===== src/rtl/data_sync_capture_buf.sv =====
// Destination-domain capture FIFO behind the data-sync pulse generator, with a valid/ready head and a sticky overflow flag.
// Optional parity checking is enabled by defining DATA_SYNC_CAPTURE_PARITY_EN.
module data_sync_capture_buf #(
    parameter int unsigned BUS_WIDTH = 8,
    parameter int unsigned DEPTH     = 2
) (
    input  logic                   CLK,
    input  logic                   RST,
    input  logic                   pulse_signal,
    input  logic [BUS_WIDTH-1:0]   unsync_bus,
`ifdef DATA_SYNC_CAPTURE_PARITY_EN
    input  logic                   unsync_parity,
    output logic                   parity_err,
`endif
    input  logic                   sync_ready,
    input  logic                   overflow_clr,
    output logic [BUS_WIDTH-1:0]   sync_bus,
    output logic                   sync_valid,
    output logic                   overflow,
    output logic [$clog2(DEPTH):0] occupancy
);

    localparam int unsigned PTR_W = $clog2(DEPTH);
    localparam int unsigned OCC_W = PTR_W + 1;
`ifdef DATA_SYNC_CAPTURE_PARITY_EN
    localparam int unsigned ENTRY_W = BUS_WIDTH + 1;
`else
    localparam int unsigned ENTRY_W = BUS_WIDTH;
`endif

    logic [ENTRY_W-1:0] mem [DEPTH];
    logic [ENTRY_W-1:0] entry_in;
    logic [ENTRY_W-1:0] head_entry;
    logic [ENTRY_W-1:0] head_entry_nxt;
    logic [PTR_W-1:0]   head;
    logic [PTR_W-1:0]   head_nxt;
    logic [PTR_W-1:0]   tail;
    logic [OCC_W-1:0]   occ_nxt;
    logic               full;
    logic               pop;
    logic               push_ok;
    logic               drop;

`ifdef DATA_SYNC_CAPTURE_PARITY_EN
    assign entry_in = {unsync_parity, unsync_bus};
`else
    assign entry_in = unsync_bus;
`endif

    assign full     = (occupancy == OCC_W'(DEPTH));
    assign pop      = sync_valid && sync_ready;
    assign push_ok  = pulse_signal && (!full || pop);
    assign drop     = pulse_signal && full && !pop;
    assign head_nxt = pop ? head + PTR_W'(1) : head;
    assign sync_bus = head_entry[BUS_WIDTH-1:0];

    // Next head word: bypass the incoming word when it becomes the sole entry.
    always_comb begin
        head_entry_nxt = mem[head_nxt];
        occ_nxt        = occupancy;
        if (push_ok && (head_nxt == tail)) begin
            head_entry_nxt = entry_in;
        end
        if (push_ok && !pop) begin
            occ_nxt = occupancy + OCC_W'(1);
        end else if (!push_ok && pop) begin
            occ_nxt = occupancy - OCC_W'(1);
        end
    end

    always_ff @(posedge CLK) begin
        if (push_ok) begin
            mem[tail] <= entry_in;
        end
    end

    always_ff @(posedge CLK or posedge RST) begin
        if (RST) begin
            head       <= '0;
            tail       <= '0;
            occupancy  <= '0;
            sync_valid <= 1'b0;
            overflow   <= 1'b0;
            head_entry <= '0;
        end else begin
            if (push_ok) begin
                tail <= tail + PTR_W'(1);
            end
            head       <= head_nxt;
            occupancy  <= occ_nxt;
            sync_valid <= (occ_nxt != '0);
            if (occ_nxt != '0) begin
                head_entry <= head_entry_nxt;
            end
            // A new drop takes priority over a clear in the same cycle.
            if (drop) begin
                overflow <= 1'b1;
            end else if (overflow_clr) begin
                overflow <= 1'b0;
            end
        end
    end

`ifdef DATA_SYNC_CAPTURE_PARITY_EN
    // Even parity over data plus check bit; a popped word with odd parity is an error.
    always_ff @(posedge CLK or posedge RST) begin
        if (RST) begin
            parity_err <= 1'b0;
        end else if (pop && (^head_entry)) begin
            parity_err <= 1'b1;
        end else if (overflow_clr) begin
            parity_err <= 1'b0;
        end
    end
`endif

endmodule


===== config.mk =====
export PLATFORM = sky130hd
export DESIGN_NAME = data_sync_capture_buf
export DESIGN_NICKNAME = d
export VERILOG_FILES = /design/src/rtl/data_sync_capture_buf.sv
export SDC_FILE = /design/constraint.sdc
export NUM_CORES = 1
export LEC_CHECK = 0
export CORE_ASPECT_RATIO = 1.25
export CORE_MARGIN = 2
export CORE_UTILIZATION = 35
export CTS_CLUSTER_SIZE = 8
export DETAILED_ROUTE_END_ITERATION = 12
export GPL_TIMING_DRIVEN = 0
export HOLD_SLACK_MARGIN = 0.12
export PLACE_DENSITY = 0.64
export SLEW_MARGIN = 25
export SYNTH_ARGS = -nofsm -noshare
export SYNTH_HDL_FRONTEND = slang
export SYNTH_SLANG_ARGS = --single-unit

===== constraint.sdc =====
create_clock -name CLK -period 2.6 [get_ports CLK]
set_clock_uncertainty 0.15 [all_clocks]
set_input_delay 0.52 -clock CLK [delete_from_list [all_inputs] [get_ports CLK]]
set_output_delay 0.52 -clock CLK [all_outputs]
set_load 0.01 [all_outputs]

* After elaboration in Yosys (flattened, before gate mapping)
Memory sizes are Yosys's and may differ from the RTL's. A register that Yosys moved wholly into a read port is not among the register bits. Cells that the tools add are included. W data, S select, Z words.
Operators by class: equal/unequal tests 1, muxes and demuxes 7, reduce and logical (&&, ||, !) cells 12, $add $sub $neg 4
Operator list (number):
- $logic_and A1 B1 Y1 | 6
- $mux W1 | 5
- $mux W2 | 2
- $reduce_bool A2 Y1 | 2
- $logic_not A1 Y1 | 3
- $add A1 B1 Y1 const B | 2
- $add A2 B1 Y2 const B | 1
- $eq A2 B2 Y1 const B | 1
- $sub A2 B1 Y2 const B | 1
- $logic_or A1 B1 Y1 | 1
Word-level totals: word-level logic and storage cells 30, memories 1, input port bits 13, output and inout port bits 12, bits in writable memories 16, flip-flop bits (word level) 6
Memory list:
- mem | depth 2, bits a word 8, read ports 1, clocked after memory_dff 1, write ports 1, line 31 | logic [ENTRY_W-1:0] mem [DEPTH];

* Logic depth before layout (Yosys ltp)
Gate-level depths: netlist (run 1).
depth after elaboration 9, depth in mapped cells 7, gate-level depth less buffers 6

* Least setup slack after synthesis (run 1)
No wires, ideal clock.
path type register -> register, from register occupancy[0], to register head_entry[0], in the netlist sync_bus[0] (read register of mem), setup time 130 ps, path slack 600 ps, data required time 2320 ps, buffers on the path 1, clock period less this slack 2000 ps, stages on the path, launching flop included 8, data arrival time 1720 ps, path through dfrtp_1 > inv_1 > ha_1 > nand4b_1 > a21oi_1 > or2_1 > buf_6 > o31ai_2
Between the ends: cells in the longest elaborated chain, start to end 9, elaborated cells between the ends (all ways) 12, those cells by class 2 x add/sub; 1 x eq/ne; 2 x mux; 7 x reduce/logical
RTL lines:
- start: declaration | line 20 | output logic [$clog2(DEPTH):0] occupancy
- start signal: assignment | line 90 | occupancy <= occ_nxt;
- $eq A2 B2 Y1 | line 50 | assign full = (occupancy == OCC_W'(DEPTH));
- $logic_not A1 Y1 | line 52 | assign push_ok = pulse_signal && (!full || pop);
- $logic_or A1 B1 Y1 | line 52
- $logic_and A1 B1 Y1 | line 52
- $logic_not A1 Y1 | line 66 | end else if (!push_ok && pop) begin
- $logic_and A1 B1 Y1 | line 66
- $mux W2 | line 66
- $mux W2 * | line 64 | if (push_ok && !pop) begin
- $reduce_bool A2 Y1 * | line 92 | if (occ_nxt != '0) begin
- end: declaration | line 33 | logic [ENTRY_W-1:0] head_entry;
Mark *: on every way between the ends. The rest lies on a longest branch, timed or not. A chain may end at the register's enable or synchronous reset.

* Worst setup path in the final report (run 1)
from register occupancy[0], to register head_entry[2], in the netlist sync_bus[2] (read register of mem)
Same word-level chain as after synthesis.

==> run_results.csv, run 1 <==
group,metric,value,unit
pwr,leakage,0.000675,uW
placement,io_buffers,22,
detailed_routing,routed_wl,2680,microns
logic_synthesis,syn_inst,111,
logic_synthesis,ys_ff_latch,30,
setup_path,reg2reg_slack,380,ps
layout,nets,154,
setup_path,startpoint_type,"register",
clocking,clock_sinks,30,
detailed_routing,drt-initial-drc-count,37,
layout,antennaDiodeCount,0,
setup_path,arrival,2260,ps
logic_synthesis,netlist_top_cells_area,"edfxtp_1, dfrtp_1, o31ai_2, a221oi_1, nor3b_1",
timing,finalSetupViolCount,0,
clocking,clock_tree.buffer_depth,2,
setup_path,reg2regPathDepth,6,
logic_synthesis,yosysSeqAreaShare,57.7,%
grt,grt_start_max_net_pins,15,
layout,layout_common_cells,"clkdlybuf4s50_1, edfxtp_1, dfrtp_1, o21ai_0, and3_1",
timing,slew_viol_final,0,
floorplan,dieArea,4640,sq um
setup_path,cp_max_fo,8,
detailed_routing,wl_met2,1410,microns
logic_synthesis,async_flop_share,46.7,%
clocking,cts_root_buf,"clkbuf_8",
grt,antenna_found_initial,0,
timing,fin_tns_setup,0,ps
timing,min_period_over_period,85.4,%
floorplan,core,4030,sq um
detailed_routing,num_vias,992,
floorplan,rows,26,
detailed_routing,highest_layer,"met4",
grt,grt_pass1_vias,997,
grt,grt_usage,13.2,%
clocking,cts_buffers,5,
detailed_routing,wl_met3,103,microns
run_status,status,"finished, final reports clean",
floorplan,die_w,61.4,microns
detailed_routing,dr.pass1.iters,4,
hold_path,hp-start,"tail",
layout,layout-drive-gt1-share,15.6,%
flow_run,drv_cap,0,
setup_path,cp.required,2640,ps
detailed_routing,vias_per_cell,5.04,
setup_path,crit_start,"occupancy[0]",
logic_synthesis,ys.flop_type,"edfxtp_1",
logic_synthesis,netlist.area_leader.share,33.4,%
logic_synthesis,yosys.area.top_type,"edfxtp_1",
timing,fmax,450,MHz
hold_path,min_path_cells,1,
detailed_routing,wl_per_cell,13.6,microns
clocking,htree_levels,2,
placement,place_congestion,0.744,
layout,syn_to_final_growth,26.1,%
placement,hpwl,2080,microns
clocking,ctsResizeCount,0,
hold_path,hold_path_class,"register to register",
detailed_routing,wl_met1,1110,microns
logic_synthesis,synth.distinct_cells,29,
grt,grt_pass1_wl,4440,microns
setup_path,reg2reg_to,"sync_bus[2]",
logic_synthesis,avgSynthCellArea,13.0,sq um
setup_path,worstReg2RegStart,"occupancy[0]",
timing,finalHoldViolations,0,
clocking,cts-hold-fix-buffers,0,
detailed_routing,drc,0,
logic_synthesis,synthesis.nets,125,
layout,fillCellCount,428,
pwr,total_power,2180,uW
layout,layout_commonest_cell,"clkdlybuf4s50_1",
hold_path,holdPathEnd,"tail",
detailed_routing,drtAntennaViolNets,0,
timing,tightest_slew,612,ps
grt,gr-total-overflow,0,
floorplan,initial_utilization,35.7,%
floorplan,ioPinCount,25,
clocking,clock_latency,280,ps
timing,max-slew-margin-rel,58.0,%
clocking,post-cts-setup-buffer-count,0,
floorplan,dieHeight,75.7,microns
logic_synthesis,synth_area,1440,sq um
setup_path,cp-end-kind,"register",
timing,hold-worst-slack,374,ps
pwr,ir_drop,0.317,mV
pwr,cellPowerDensity,1200,nW/um^2
clocking,cts_tree,"built",
logic_synthesis,yosys_warnings,0,
logic_synthesis,synth-edff-count,16,
timing,rsz0062_at_grt,"no",
setup_path,critical_path_class,"register to register",
clocking,clk_pin_slew,70,ps
timing,layout_min_cycle_time,2220,ps
-- kinds of logic (layout without fill, tap and decap cells) --
logic type                 count (synthesis)  count (layout)  share of synthesized area (%)
AOI/OAI and AO/OA                         33              33                           19.5
xor gates and xnor gates                   3               3                           1.83
adders and majority gates                  1               1                          0.869
buffers and inverters                     10              40                           4.17
DFF                                       30              30                           57.7
muxes                                      4               4                           3.13
and+or+nand+nor                           30              30                           12.8
-- cells in the mapped netlist, types with 2 or more instances --
library cell,instances
dfrtp_1,14
xnor2_1,3
and3_1,9
o31ai_2,8
edfxtp_1,16
a221oi_1,8
nor3b_1,8
nand2_1,5
o21ai_0,10
a21oi_1,2
nor2_1,2
nand3_1,2
clkbuf_1,2
buf_4,2
mux2i_1,2
inv_1,4
buf_6,2
-- metrics by stage --
stage               instances  setup slack [ps]  util, %  cell area (sq um)
floorplan                 111               600        -               1440
global placement          189               410     42.9               1730
detailed placement        189               372     42.9               1730
CTS                       197               356     45.0               1810
global route              197               203     45.0               1810
finish                    197               379     45.0               1810
-- registers in the layout (all words and copies together), names as in the netlist --
register / count
tail: 1
occupancy: 2
sync_valid: 1
overflow: 1
mem: 16
sync_bus: 8
head: 1
-- final cells by class --
cell class                      instances  area [sq um]  share of cell area [%]
Sequential cell                        30           831                    45.8
Multi-Input combinational cell         71           548                    30.2
Timing Repair Buffer                   22           220                    12.1
Tap cell                               56          70.1                    3.86
Clock buffer                            5          68.8                    3.79
Buffer                                  6          45.0                    2.48
Clock inverter                          3          16.3                   0.897
Inverter                                4          15.0                   0.828
-- critical path, cell delays in order (launching register included) --
cell	delay (ps)
dfrtp_1	470
inv_1	70
ha_1	280
a21o_1	200
mux2i_1	500
a221oi_1	210
o31ai_2	250
-- worst max-delay path by stage --
stage,end,cells after the start
detailed placement,sync_bus[2],7
global route,sync_bus[4],6
global placement,mem[0][7],4
floorplan,sync_bus[0],7
CTS,sync_bus[2],6
finish,sync_bus[2],6
-- per-layer routing --
| metal | global-route usage [%] | up-vias |
|---|---|---|
| li1 | - | 489 |
| met1 | 14.2 | 477 |
| met2 | 23.6 | 20 |
| met3 | 3.57 | 6 |
| met4 | 6.38 | 0 |
| met5 | 0 | - |
-- power breakdown --
group	total [uW]	internal, uW	switching, uW	leakage [uW]
clock	352	183	170	0.0000416
sequential	773	683	89.9	0.000316
combinational	1050	532	520	0.000318
(Power assumes the default switching activity.)
==> run 2, diff against run 1 <==
- DONT_BUFFER_PORTS: unset -> 1
- PLACE_DENSITY: 0.64 -> 0.56
==> run_results.csv, run 2 (same netlist as run 1, synthesis figures left out) <==
group,metric,value,unit
pwr,cellPowerDensity,1290,nW/um^2
clocking,ctsResizeCount,0,
clocking,clock_latency,280,ps
grt,antenna_found_initial,0,
detailed_routing,routed_wl,3270,microns
placement,place_congestion,0.798,
grt,gr-total-overflow,0,
placement,hpwl,2070,microns
layout,nets,133,
pwr,leakage,0.000591,uW
detailed_routing,num_vias,958,
timing,finalSetupViolCount,0,
detailed_routing,drc,0,
grt,grt_start_max_net_pins,15,
layout,fillCellCount,401,
clocking,clock_tree.buffer_depth,2,
grt,grt_pass1_wl,5130,microns
layout,final_area,1600,sq um
clocking,post-cts-setup-buffer-count,0,
run_status,status,"finished, final reports clean",
flow_run,drv_cap,0,
clocking,clock_sinks,30,
layout,layout_common_cells,"edfxtp_1, dfrtp_1, o21ai_0, and3_1",
layout,final_util,39.5,%
floorplan,rows,26,
floorplan,dieArea,4640,sq um
layout,layout-drive-gt1-share,16.8,%
floorplan,initial_utilization,35.7,%
setup_path,critical_path_class,"register to register",
hold_path,hold_path_class,"input pin to register",
detailed_routing,dr.pass1.iters,4,
layout,syn_to_final_growth,10.9,%
floorplan,ioPinCount,25,
detailed_routing,wl_per_cell,18.7,microns
floorplan,die_w,61.4,microns
timing,max-slew-margin-rel,42.9,%
setup_path,cp-end-kind,"register",
timing,hold-worst-slack,178,ps
timing,fmax,401,MHz
floorplan,dieHeight,75.7,microns
detailed_routing,vias_per_cell,5.47,
timing,min_period_over_period,95.8,%
setup_path,reg2reg_slack,110,ps
pwr,total_power,2050,uW
detailed_routing,drt-initial-drc-count,84,
layout,antennaDiodeCount,0,
pwr,ir_drop,0.524,mV
clocking,cts_buffers,5,
detailed_routing,drtAntennaViolNets,0,
setup_path,arrival,2500,ps
timing,slew_viol_final,0,
timing,rsz0062_at_grt,"no",
layout,top_register,"mem",
setup_path,cp_max_fo,9,
clocking,cts_root_buf,"clkbuf_8",
grt,grt_pass1_vias,1006,
timing,fin_tns_setup,0,ps
setup_path,startpoint_type,"register",
floorplan,core,4030,sq um
placement,place_area,1510,sq um
layout,largest_register_ff_count,16,
setup_path,cp.required,2610,ps
clocking,clk_pin_slew,60,ps
placement,io_buffers,0,
layout,layout_commonest_cell,"edfxtp_1",
grt,grt_usage,15.9,%
clocking,cts_tree,"built",
timing,finalHoldViolations,0,
clocking,htree_levels,2,
timing,layout_min_cycle_time,2490,ps
timing,tightest_slew,832,ps
[run 2: cell types whose count changed in the layout (fill, tap and decap cells not counted), sizes merged]
| cell | previous run | this run |
|---|---|---|
| clkbuf | 7 | 9 |
| clkdlybuf4s50 | 22 | 0 |
| clkinv | 2 | 0 |
| clkinvlp | 1 | 0 |
| dlygate4sd3 | 0 | 1 |
[run 2: path summary, 6_finish.rpt]
path | startpoint | to | depth (start not counted)
setup / recovery | occupancy[0] | sync_bus[3] | 7
hold / removal | overflow_clr | overflow | 1
setup reg to reg | occupancy[0] | sync_bus[3] | 7
hold reg to reg | tail | tail | 1
max in group asynchronous | RST | sync_bus[0] | 2
min in group asynchronous | RST | occupancy[0] | 2
[run 2: critical path: stages (launching register included)]
cell,delay (ps)
dfrtp_1,520
inv_1,80
ha_1,340
nand4b_1,190
a21oi_1,630
or2_1,200
buf_6,160
o31ai_2,90
[run 2: final cells by class]
cell class | instances | area (sq um) | area share, %
sequential | 30 | 831 | 52.1
tap | 56 | 70.1 | 4.39
buffer | 6 | 45.0 | 2.82
clock buffer | 7 | 76.3 | 4.78
timing repair buffer | 1 | 10.0 | 0.627
multi-input combinational | 71 | 548 | 34.4
inverter | 4 | 15.0 | 0.941
[run 2: layer usage]
metal	track usage [%]	part of all wire [%]	up-vias
met2	24.2	51	31
li1	-	-	446
met5	0	0	-
met1	19.6	40	474
met3	6.79	7.2	7
met4	7.09	1.4	0
[run 2: power by group]
group | switching, uW | total, uW | internal [uW]
Clock | 164 | 348 | 184
Combinational | 493 | 865 | 371
Sequential | 158 | 842 | 685
Total | 815 | 2050 | 1240
[run 2: repair_timing]
| action | in CTS | in global routing |
|---|---|---|
| endpoints found under the setup margin | 0 | 0 |
| hold buffers | 1 | 0 |
| endpoints found under the hold margin | 14 | 0 |
[run 2: metrics by stage]
stage	std cells	setup WS [ps]
2_1_floorplan	111	600
3_3_place_gp	167	191
3_5_place_dp	167	170
4_1_cts	175	149
5_1_grt	175	14.7
6_report	175	109
